<file path="src/rtl/ms_pkg.sv">
// Shared types and constants for the msALU sequencer datapath.
// Instruction layout: [9:7] opcode, [6:5] Rx (dest / first source), [4:3] Ry (second source).
package ms_pkg;

  localparam int WIDTH    = 10;
  localparam int REG_BITS = 2;
  localparam int INSTR_W  = 10;

  localparam int OPC_HI = 9;
  localparam int OPC_LO = 7;
  localparam int RX_HI  = 6;
  localparam int RX_LO  = 5;
  localparam int RY_HI  = 4;
  localparam int RY_LO  = 3;

  typedef enum logic [2:0] {
    ALU_ADD  = 3'b000,
    ALU_SUB  = 3'b001,
    ALU_INV  = 3'b010,
    ALU_AND  = 3'b011,
    ALU_OR   = 3'b100,
    ALU_XOR  = 3'b101,
    ALU_LOAD = 3'b110,
    ALU_MOV  = 3'b111
  } alu_op_t;

  typedef enum logic [2:0] {
    S_IDLE   = 3'd0,
    S_DEC    = 3'd1,
    S_LDA    = 3'd2,
    S_EXE    = 3'd3,
    S_GO     = 3'd4,
    S_WB     = 3'd5,
    S_WB_IMM = 3'd6,
    S_WB_MOV = 3'd7
  } state_t;

endpackage

</file>
<file path="src/rtl/ms_regfile.sv">
// Register file for the sequencer: one write port, an operand read port and a debug read port.
// Updates on the falling clock edge; cleared asynchronously by RST.
module ms_regfile #(
  parameter int WIDTH    = 10,
  parameter int REG_BITS = 2
) (
  input  logic                CLKb,
  input  logic                RST,
  input  logic                i_we,
  input  logic [REG_BITS-1:0] i_waddr,
  input  logic [WIDTH-1:0]    i_wdata,
  input  logic [REG_BITS-1:0] i_raddr,
  output logic [WIDTH-1:0]    o_rdata,
  input  logic [REG_BITS-1:0] i_dbg_sel,
  output logic [WIDTH-1:0]    o_dbg_data
);

  localparam int DEPTH = 2 ** REG_BITS;

  logic [WIDTH-1:0] r_mem [DEPTH];

  always_ff @(negedge CLKb or posedge RST) begin
    if (RST) begin
      for (int i = 0; i < DEPTH; i++) r_mem[i] <= '0;
    end else if (i_we) begin
      r_mem[i_waddr] <= i_wdata;
    end
  end

  assign o_rdata    = r_mem[i_raddr];
  assign o_dbg_data = r_mem[i_dbg_sel];

endmodule

</file>
<file path="src/rtl/ms_alu_seq.sv">
// Multi-cycle instruction sequencer in front of msALU; owns the register file and write-back.
// Outputs are registered from the next state so msALU sees clean levels for a whole state.
module ms_alu_seq #(
  parameter int WIDTH    = 10,
  parameter int REG_BITS = 2
) (
  input  logic                CLKb,
  input  logic                RST,
  input  logic                Start,
  input  logic [9:0]          Instr,
  input  logic [WIDTH-1:0]    DIN,
  input  logic [WIDTH-1:0]    Q,
  output logic [WIDTH-1:0]    OP,
  output logic [2:0]          ALUControl,
  output logic                Ain,
  output logic                Gin,
  output logic                Gout,
  output logic                Busy,
  output logic                Done,
  input  logic [REG_BITS-1:0] DbgSel,
  output logic [WIDTH-1:0]    DbgReg
);
  import ms_pkg::*;

  state_t              r_state;
  logic [9:0]          r_ir;
  logic [WIDTH-1:0]    r_imm;

  state_t              w_next;
  alu_op_t             w_opc;
  logic [REG_BITS-1:0] w_rx;
  logic [REG_BITS-1:0] w_ry;
  logic [REG_BITS-1:0] w_raddr;
  logic [WIDTH-1:0]    w_rdata;
  logic [WIDTH-1:0]    w_wdata;
  logic                w_we;

  assign w_opc = alu_op_t'(r_ir[OPC_HI:OPC_LO]);
  assign w_rx  = r_ir[RX_HI:RX_LO];
  assign w_ry  = r_ir[RY_HI:RY_LO];

  always_comb begin
    w_next = S_IDLE;
    case (r_state)
      S_IDLE: w_next = Start ? S_DEC : S_IDLE;
      S_DEC: begin
        if (w_opc == ALU_LOAD)     w_next = S_WB_IMM;
        else if (w_opc == ALU_MOV) w_next = S_WB_MOV;
        else                       w_next = S_LDA;
      end
      S_LDA:   w_next = S_EXE;
      S_EXE:   w_next = S_GO;
      S_GO:    w_next = S_WB;
      default: w_next = S_IDLE;
    endcase
  end

  // Rx is only needed as an operand for LDA; every other read (EXE, GO, MOV source) is Ry.
  assign w_raddr = (w_next == S_LDA) ? w_rx : w_ry;

  always_comb begin
    w_we    = 1'b0;
    w_wdata = '0;
    case (r_state)
      S_WB:     begin w_we = 1'b1; w_wdata = Q;       end
      S_WB_IMM: begin w_we = 1'b1; w_wdata = r_imm;   end
      S_WB_MOV: begin w_we = 1'b1; w_wdata = w_rdata; end
      default:  begin w_we = 1'b0; w_wdata = '0;      end
    endcase
  end

  ms_regfile #(
    .WIDTH   (WIDTH),
    .REG_BITS(REG_BITS)
  ) u_regfile (
    .CLKb      (CLKb),
    .RST       (RST),
    .i_we      (w_we),
    .i_waddr   (w_rx),
    .i_wdata   (w_wdata),
    .i_raddr   (w_raddr),
    .o_rdata   (w_rdata),
    .i_dbg_sel (DbgSel),
    .o_dbg_data(DbgReg)
  );

  always_ff @(negedge CLKb or posedge RST) begin
    if (RST) begin
      r_state    <= S_IDLE;
      r_ir       <= '0;
      r_imm      <= '0;
      OP         <= '0;
      ALUControl <= 3'b000;
      Ain        <= 1'b0;
      Gin        <= 1'b0;
      Gout       <= 1'b0;
      Busy       <= 1'b0;
      Done       <= 1'b0;
    end else begin
      r_state <= w_next;
      if (r_state == S_IDLE && Start) begin
        r_ir  <= Instr;
        r_imm <= DIN;
      end
      OP         <= (w_next inside {S_LDA, S_EXE, S_GO}) ? w_rdata : '0;
      ALUControl <= (w_next inside {S_EXE, S_GO}) ? w_opc : ALU_ADD;
      Ain        <= (w_next == S_LDA);
      Gin        <= (w_next == S_EXE);
      Gout       <= (w_next == S_GO);
      Busy       <= (w_next != S_IDLE);
      Done       <= (w_next inside {S_WB, S_WB_IMM, S_WB_MOV});
    end
  end

endmodule

</file>
<file path="config.mk">
export PLATFORM = sky130hd
export DESIGN_NAME = ms_alu_seq
export DESIGN_NICKNAME = d
export VERILOG_FILES = /design/src/rtl/ms_pkg.sv /design/src/rtl/ms_regfile.sv /design/src/rtl/ms_alu_seq.sv
export SDC_FILE = /design/constraint.sdc
export NUM_CORES = 1
export LEC_CHECK = 0
export BUFFER_PORTS_ARGS = -buffer_cell sky130_fd_sc_hd__buf_2
export CORE_ASPECT_RATIO = 0.5
export CORE_MARGIN = 2
export CORE_UTILIZATION = 51
export DETAILED_ROUTE_END_ITERATION = 10
export PLACE_DENSITY = 0.76
export SLEW_MARGIN = 10
export SYNTH_ARGS = -nofsm -noshare
export SYNTH_HDL_FRONTEND = slang
export SYNTH_SLANG_ARGS = --single-unit
</file>
<file path="constraint.sdc">
create_clock -name CLKb -period 2.05 [get_ports CLKb]
set_input_delay 0.205 -clock CLKb [delete_from_list [all_inputs] [get_ports CLKb]]
set_output_delay 0.205 -clock CLKb [all_outputs]
set_load 0.01 [all_outputs]
</file>
==> impl_metrics.tcl <==
set metrics [dict create \
    muxShareOfSynthArea_pct 27.0 \
    r2r_cells 6 \
    worstSetupStartpoint "u_regfile.r_mem[7]" \
    antenna_found_initial 0 \
    core_um2 7490 \
    fin_util_pct 70.5 \
    final_antenna_net_count 0 \
    grt.total_usage_pct 26.4 \
    num_io_pins 63 \
    wl_per_cell_um 19.1 \
    die_area_um2 8690 \
    holdBufCountCts 0 \
    clock_sinks 78 \
    rsz0062_at_grt "true" \
    outcome "finished with violations" \
    clk_latency_ns 0.34 \
    dp_hpwl_mm 6.96 \
    ys_seq_elements 78 \
    grt_pass1_vias 3314 \
    grt_pass1_wl_mm 16.7 \
    timing.rr.start "r_state[0]" \
    gp_congestion 0.821 \
    syn-cell-area_um2 4040 \
    setup_viol 29 \
    cts_max_level 3 \
    drive_above_1_share_pct 52.6 \
    synth_edf_count 0 \
    drc 0 \
    start_util_pct 54.0 \
    ys_types 35 \
    async_reset_ff_share_pct 100 \
    tightest_slew_ns 0.424 \
    min_path_type "flip-flop to flip-flop" \
    rrSetupSlack_ns 0.24 \
    synth_top_area_cell "dfrtn_1" \
    cts_tree "yes" \
    regArea_um2 1950 \
    die_y_um 66.9 \
    nNetsFinal 469 \
    violations "negative setup slack" \
    pre_cts_ws_ns -0.359 \
    fin_ws_ns -0.503 \
    total_power_w 0.00816 \
    routed.top_layer "met4" \
    drt_pass1_iterations 5 \
    syn_avg_cell_area_um2 12.7 \
    wl_met1_mm 4.52 \
    drtIter0Drc 200 \
    synth_top_family_by_area "multiplexers" \
    cts_root_buf "clkbuf_16" \
    synth_warnings 0 \
    synth_nets 354 \
    cts_buffers 9 \
    overflow 0 \
    syn2layout_area_growth_pct 30.7 \
    critPathLaunchType "flip-flop" \
    min_to "r_imm[5]" \
    port_buffers 59 \
    synth_common_cells "dfrtn_1, mux2_2, nand3_1" \
    rows 22 \
    hold_viol 0 \
    vdd_drop_max_uv 960 \
    synth_ff_type "dfrtn_1" \
    path_class "flip-flop to primary output" \
    drt-total-wl_mm 10.5 \
    power_per_cell_area_nw_per_um2 1550 \
    slew_headroom_pct 71.7 \
    leakage_nw 2.58 \
    path_clk_slew_ns 0.04 \
    max-cap-violations 0 \
    antenna_cells 0 \
    ys_seq_area_share_pct 48.3 \
    synth_fa_ha_area_share_pct 0 \
    tns_ns -5.26 \
    synthXorXnorAreaFrac_pct 0.217 \
    cp.required_ns 1.85 \
    min_delay_path_depth 1 \
    grt_max_degree 50 \
    synthSimpleGateAreaFrac_pct 13.9 \
    routed-wl-met2_mm 4.96 \
    worstPathArrival_ns 2.35 \
    cts_buffer_depth 2 \
    whs_ns 0.452 \
    multi_input_area_um2 1980 \
    dr_wl_met3_um 832 \
    synth_area_leaders "dfrtn_1, mux2_2, mux4_2" \
    path_max_fanout 2 \
    die_w_um 130 \
    final_max_slew_viol_count 0 \
    synth_top_area_share_pct 48.3 \
    fin_worst_skew_ns 0.00499 \
    synth_most_common_cell "dfrtn_1" \
    synth_compound_area_share_pct 7.00 \
    crit_path_end_kind "primary output" \
    synthCells 319 \
    vias_per_cell 5.77 \
    nFillCells 529 \
    holdCritStartpoint "r_imm[5]" \
    rr_endpoint "u_regfile.r_mem[2]" \
    via_count 3155 \
]
-- layer usage --
metal  up-vias  GRT usage, %
li1       1438             -
met1      1559          32.5
met2       142          43.1
met3        16          10.3
met4         0          8.47
met5         -             0
-- cells in the final DEF (no fill, tap or decap), types with 3 or more instances in the layout --
master | netlist | routed
mux2_4 | 0 | 4
nor2_1 | 6 | 6
mux2_2 | 67 | 63
a22oi_1 | 20 | 20
nor3b_1 | 3 | 3
clkbuf_16 | 0 | 9
mux4_2 | 10 | 10
o21ai_1 | 10 | 4
buf_4 | 4 | 67
o21ai_2 | 1 | 7
nand4_1 | 10 | 10
buf_6 | 1 | 10
buf_2 | 15 | 49
buf_12 | 0 | 4
nand3_1 | 30 | 30
clkbuf_1 | 5 | 5
mux2i_1 | 11 | 11
and3b_1 | 20 | 20
dfrtn_1 | 78 | 78
and2_1 | 5 | 5
-- how the worst max path moves through the flow --
stage / to / slack, ns / cells after the start
after floorplan: r_imm[0] / -0.26 / 3
after global placement: u_regfile.r_mem[10] / -0.29 / 5
after detailed placement: u_regfile.r_mem[35] / -0.36 / 5
after CTS: DbgReg[7] / -0.51 / 2
after global routing: DbgReg[6] / -0.55 / 2
final: DbgReg[7] / -0.50 / 2
-- power by group --
| part | switching [W] | internal (W) |
|---|---|---|
| clock | 0.000580 | 0.000853 |
| sequential | 0.000423 | 0.00226 |
| combinational | 0.00190 | 0.00216 |
-- logic make-up (layout without fill, tap and decap cells) --
kind of cell    after synthesis  in the layout
mux                          88             88
simple gates                 84             84
flops                        78             78
compound gates               40             40
buf+inv                      28            148
xor+xnor                      1              1
-- critical path: stages (launching register included) --
cell and delay, ns:
dfrtn_1 0.35, mux4_2 0.49, buf_6 0.14
-- layout make-up --
cell class	instances	area share, %
multi-input cells	213	37.5
flip-flops and latches	78	37.0
repair buffers	130	17.8
clock buffers	15	4.88
well taps	108	2.56
inverters	2	0.213
clock inverters	1	0.0948
-- through the flow --
step	instance area, um2	cells
after floorplan	4050	319
after global placement	4880	526
after detailed placement	4880	526
after CTS	5160	542
after global routing	5280	547
final	5280	547
-- flip-flops by register name (all words and copies together) (netlist names) --
name	flops
ALUControl	3
Ain	1
Busy	1
Done	1
Gin	1
Gout	1
OP	10
r_imm	10
r_ir	7
r_state	3
u_regfile.r_mem	40
-- timing repair --
item / CTS / global route
pin swaps: 1 / 4
setup buffers: 0 / 5
setup endpoints to repair: 29 / 51
gates resized for setup: 3 / 17
endpoints found under the hold margin: 0 / 0
Power figures use the tool's default switching activity.
